===== config.mk =====
export PLATFORM = sky130hd
export DESIGN_NAME = if_id_skid_reg
export DESIGN_NICKNAME = d
export VERILOG_FILES = /design/src/rtl/if_id_skid_reg.sv
export SDC_FILE = /design/constraint.sdc
export NUM_CORES = 1
export LEC_CHECK = 0
export CAP_MARGIN = 5
export CELL_PAD_IN_SITES_DETAIL_PLACEMENT = 0
export CELL_PAD_IN_SITES_GLOBAL_PLACEMENT = 1
export CORE_MARGIN = 5
export CORE_UTILIZATION = 43
export DETAILED_ROUTE_END_ITERATION = 10
export PLACE_DENSITY_LB_ADDON = 0.08
export SETUP_SLACK_MARGIN = 0.4
export SKIP_LAST_GASP = 1
export SYNTH_ARGS = -nofsm -noshare
export SYNTH_HDL_FRONTEND = slang
export SYNTH_SLANG_ARGS = --single-unit

===== constraint.sdc =====
create_clock -name clk -period 11.85 [get_ports clk]
set_input_delay 3.555 -clock clk [delete_from_list [all_inputs] [get_ports clk]]
set_output_delay 3.555 -clock clk [all_outputs]
set_load 0.02 [all_outputs]

===== src/rtl/if_id_skid_reg.sv =====
// IF/ID pipeline register with a 2-entry skid buffer (main drives decode, skid holds overflow); optional stats via IFID_STATS_EN.
// Latency: an entry accepted at an edge is visible on out_* right after that edge; 1 instr/cycle while out_ready=1.
// Backpressure: in_ready is registered and drops only when both entries are full; flush empties the buffer.
module if_id_skid_reg #(
    parameter int                DATA_W    = 32,
    parameter logic [DATA_W-1:0] NOP_INSTR = '0
) (
    input  logic              clk,
    input  logic              reset,
    input  logic              in_valid,
    output logic              in_ready,
    input  logic [DATA_W-1:0] in_instn,
    input  logic [DATA_W-1:0] in_pc,
    input  logic [DATA_W-1:0] in_nextpc,
    input  logic              flush,
    output logic              out_valid,
    input  logic              out_ready,
    output logic [DATA_W-1:0] out_instn,
    output logic [DATA_W-1:0] out_pc,
    output logic [DATA_W-1:0] out_nextpc
`ifdef IFID_STATS_EN
    ,
    output logic [31:0]       fetched_cnt,
    output logic [31:0]       flushed_cnt
`endif
);

    typedef struct packed {
        logic [DATA_W-1:0] instn;
        logic [DATA_W-1:0] pc;
        logic [DATA_W-1:0] nextpc;
    } ent_t;

    typedef enum logic [1:0] {EMPTY, ONE, TWO} state_t;

    localparam ent_t EMPTY_ENT = '{instn: NOP_INSTR, pc: '0, nextpc: '0};

    state_t state_q, state_nxt;
    ent_t   main_q, main_nxt;
    ent_t   skid_q, skid_nxt;
    ent_t   in_ent;
    logic   in_ready_q;
    logic   accept;
    logic   deliver;

    assign in_ent    = '{instn: in_instn, pc: in_pc, nextpc: in_nextpc};
    assign out_valid = (state_q != EMPTY);
    assign in_ready  = in_ready_q;
    assign accept    = in_valid & in_ready_q;
    assign deliver   = out_valid & out_ready;

    assign out_instn  = main_q.instn;
    assign out_pc     = main_q.pc;
    assign out_nextpc = main_q.nextpc;

    always_ff @(posedge clk or posedge reset) begin
        if (reset) begin
            state_q    <= EMPTY;
            main_q     <= EMPTY_ENT;
            skid_q     <= EMPTY_ENT;
            in_ready_q <= 1'b1;
        end else begin
            state_q    <= state_nxt;
            main_q     <= main_nxt;
            skid_q     <= skid_nxt;
            in_ready_q <= (state_nxt != TWO);
        end
    end

    always_comb begin
        state_nxt = state_q;
        main_nxt  = main_q;
        skid_nxt  = skid_q;
        if (flush) begin
            // Flush wins over accept and deliver; anything accepted this cycle is dropped.
            state_nxt = EMPTY;
            main_nxt  = EMPTY_ENT;
            skid_nxt  = EMPTY_ENT;
        end else begin
            unique case (state_q)
                EMPTY: begin
                    if (accept) begin
                        state_nxt = ONE;
                        main_nxt  = in_ent;
                    end
                end
                ONE: begin
                    if (accept && deliver) begin
                        main_nxt = in_ent;
                    end else if (accept) begin
                        state_nxt = TWO;
                        skid_nxt  = in_ent;
                    end else if (deliver) begin
                        state_nxt = EMPTY;
                        main_nxt  = EMPTY_ENT;
                    end
                end
                TWO: begin
                    if (deliver) begin
                        state_nxt = ONE;
                        main_nxt  = skid_q;
                    end
                end
                default: begin
                    state_nxt = EMPTY;
                    main_nxt  = EMPTY_ENT;
                end
            endcase
        end
    end

`ifdef IFID_STATS_EN
    logic [1:0] held;

    assign held = (state_q == TWO) ? 2'd2 : (state_q == ONE) ? 2'd1 : 2'd0;

    // An entry handed to decode in the flush cycle counts as fetched, not flushed.
    always_ff @(posedge clk or posedge reset) begin
        if (reset) begin
            fetched_cnt <= '0;
            flushed_cnt <= '0;
        end else begin
            if (deliver) begin
                fetched_cnt <= fetched_cnt + 32'd1;
            end
            if (flush) begin
                flushed_cnt <= flushed_cnt + 32'(held - {1'b0, deliver});
            end
        end
    end
`endif

endmodule


==> results.py <==
metrics = {
    "run_status": {
        "outcome": "finished clean",
    },
    "synth": {
        "yosys_warnings": 0,
        "syn_avg_cell_area_um2": 11.52,
        "synthCells": 773,
        "synthMuxAreaShare_pct": 10.79,
        "synthAdderAreaFrac_pct": 0,
        "synth_nets": 874,
        "ys_ff_latch": 195,
        "ys_seq_area_share_pct": 54.80,
        "synthSimpleGateAreaFrac_pct": 5.030,
        "synth_top_family_by_area": "compound AO/OA/AOI/OAI gates",
        "ys_types": 27,
        "synth_compound_area_share_pct": 24.98,
        "synth_xor_area_share_pct": 0.09834,
        "synth_area_mm2": 0.008906,
    },
    "critical_path": {
        "rr_worst_depth": 6,
        "cp_slowest_cell": "nor2_4",
        "cp.required_ns": 12.22,
        "worstSetupEndpointType": "flip-flop",
        "path_cells": "clkdlybuf4s50_1 -> nor2_1 -> nor2_4 -> buf_4 -> a22o_1",
        "worst-r2r-setup-slack_ns": 8.35,
        "critPathKind": "primary input to flip-flop",
        "startpoint_type": "primary input",
        "crit_fanout": 49,
        "critical_path_arrival_ns": 6.20,
        "cp_slowest_stage_delay_ns": 0.94,
    },
    "hold_path": {
        "hold_depth": 1,
        "hp-class": "flip-flop to flip-flop",
    },
    "global_routing": {
        "grt_first_pass_wirelength_um": 38760,
        "grt.total_usage_pct": 20.09,
        "met3_usage_pct": 5.312,
        "grt_most_used_layer": "met2",
        "antenna_found_initial": 0,
        "gr-total-overflow": 0,
        "grtUsageMet1_pct": 27.03,
        "grt_pass1_vias": 7124,
        "grt_max_degree": 116,
        "grtUsageMet2_pct": 32.21,
    },
    "placement": {
        "dp_hpwl_um": 14360,
        "preCtsSetupSlack_ns": 5.545,
        "finalWeightedCongestion": 0.7804,
        "port_buffers": 198,
        "placed_area_mm2": 0.01096,
    },
    "clocking": {
        "htreeDepth": 4,
        "cts_root_buf": "clkbuf_16",
        "post_cts_buffers": 0,
        "cts-resized-gates": 0,
        "clkTransAtPathRegs_ns": 0.07,
        "clock_latency_ns": 0.43,
        "ctsHoldBuffers": 0,
        "clockBufferDepth": 2,
        "clkSinkCount": 195,
        "cts_tree": "built",
        "cts_buffers": 17,
    },
    "sta": {
        "maxClockFrequency_mhz": 171.5,
        "finClkSkew_ns": 0.01298,
        "tns_ns": 0,
        "setup-violations-final": 0,
        "final.setup.worst_slack_ns": 6.020,
        "slew_headroom_pct": 16.64,
        "whs_ns": 0.5054,
        "rsz0062_at_grt": "no",
        "fin_crit_sh_pct": 49.20,
        "layout_min_cycle_time_ns": 5.830,
        "slew_violations": 0,
        "tightest_slew_ns": 1.247,
        "hold_viol": 0,
    },
    "finish": {
        "areaGrowthSynthToFinish_pct": 29.60,
        "layout_commonest_cell": "clkdlybuf4s50_1",
        "final_cell_mix": "198 x clkdlybuf4s50_1, 192 x a22o_1, 192 x dfrtp_1",
        "nFillCells": 1682,
        "stdcell_area_mm2": 0.01154,
        "diodes": 0,
        "fin_nets": 1026,
        "drive_above_1_share_pct": 5.650,
    },
    "floorplanning": {
        "die_x_um": 153.9,
        "core_mm2": 0.02030,
        "die_area_mm2": 0.02369,
        "start_util_pct": 43.87,
        "num_rows": 52,
        "io_pins": 199,
        "die_y_um": 153.9,
    },
    "drt": {
        "ant_nets": 0,
        "routed_wirelength_um": 24360,
        "num_vias": 6940,
        "drc": 0,
        "viasPerCell": 5.745,
        "drt_iter0_drc": 490,
        "post_drt_wl_per_cell_um": 20.16,
        "firstDrtPassIters": 5,
    },
    "job": {
        "maxCapViolCount": 0,
    },
    "power_and_ir_drop": {
        "p_per_area_mw_per_mm2": 138.6,
        "p_leak_nw": 4.899,
        "power_mw": 1.600,
        "ir_drop_mv": 0.1109,
    },
}
==> per-layer routing <==
metal / routed length [um] / share of wire (%)
met3: 1527 / 6.3
met1: 11030 / 45
met2: 11390 / 47
met5: 0 / 0
met4: 418 / 1.7
==> flip-flops by register name, indices dropped and copies added (netlist names) <==
name,cells
out_instn,32
out_nextpc,32
out_pc,32
in_ready,1
state_q,2
skid_q,96
==> kinds of logic (layout without fill, tap and decap cells) <==
| family | Yosys count | after routing |
|---|---|---|
| DFF | 195 | 195 |
| AOI/OAI and AO/OA | 294 | 294 |
| muxes | 96 | 96 |
| buffers and inverters | 78 | 243 |
| xor gates and xnor gates | 1 | 1 |
| and+or+nand+nor | 109 | 109 |
==> metrics by stage <==
stage | instances | util, %
6_report | 1208 | 56.86
5_1_grt | 1208 | 56.86
4_1_cts | 1208 | 56.86
3_5_place_dp | 1176 | 54.01
3_3_place_gp | 1176 | 54.01
2_1_floorplan | 773 | -
==> worst paths after layout <==
path / endpoint / startpoint
worst max register to register: out_instn[19]$_DFFE_PP0P_ / state_q[0]$_DFF_PP0_
worst min-delay path: out_nextpc[8]$_DFFE_PP0P_ / out_nextpc[8]$_DFFE_PP0P_
max in group asynchronous: state_q[1]$_DFF_PP0_ / reset
worst max-delay path: skid_q[53]$_DFFE_PP0P_ / out_ready
min in group asynchronous: out_nextpc[26]$_DFFE_PP0P_ / reset
worst min register to register: out_nextpc[8]$_DFFE_PP0P_ / out_nextpc[8]$_DFFE_PP0P_
==> worst max-delay path, delay by kind of cell <==
| kind | cells | cell delay, ns |
|---|---|---|
| AND/OR/NAND/NOR | 2 | 1.07 |
| buffers and inverters | 2 | 1.30 |
| AO/OA/AOI/OAI | 1 | 0.24 |
==> synth_stat cells <==
| library cell | instances | area share, % |
|---|---|---|
| o32ai_4 | 1 | 0.31 |
| nand2_1 | 98 | 4.1 |
| inv_1 | 2 | 0.084 |
| buf_1 | 1 | 0.042 |
| clkbuf_1 | 31 | 1.3 |
| buf_6 | 1 | 0.13 |
| o21ai_0 | 96 | 5.4 |
| and3b_1 | 1 | 0.098 |
| buf_4 | 12 | 1.0 |
| nor2_1 | 3 | 0.13 |
| o21bai_1 | 1 | 0.084 |
| a2bb2oi_1 | 1 | 0.098 |
| a22o_1 | 192 | 19 |
| mux2i_1 | 96 | 11 |
| dfstp_2 | 1 | 0.30 |
| a21oi_1 | 1 | 0.056 |
| dfrtp_1 | 194 | 55 |
| a211o_1 | 1 | 0.098 |
| inv_2 | 1 | 0.042 |
| and4b_1 | 1 | 0.11 |
| o21ai_1 | 1 | 0.056 |
| nor3_2 | 1 | 0.11 |
| nand2b_1 | 2 | 0.14 |
| buf_2 | 30 | 1.7 |
| nor2_2 | 2 | 0.14 |
| nand4b_2 | 1 | 0.17 |
| xnor2_1 | 1 | 0.098 |
==> layout make-up <==
cell class	count	area, um2	area share, %
sequential	195	4886	42.33
multi-input combinational	500	3665	31.75
timing repair buffer	208	2057	17.82
clock buffer	20	456.7	3.957
tap	270	337.8	2.927
clock inverter	12	121.4	1.051
inverter	3	18.77	0.1626
==> power by group <==
part,switching (mW),internal [mW]
Combinational,0.162,0.135
Clock,0.266,0.305
Sequential,0.0279,0.705
(Power assumes the default switching activity.)
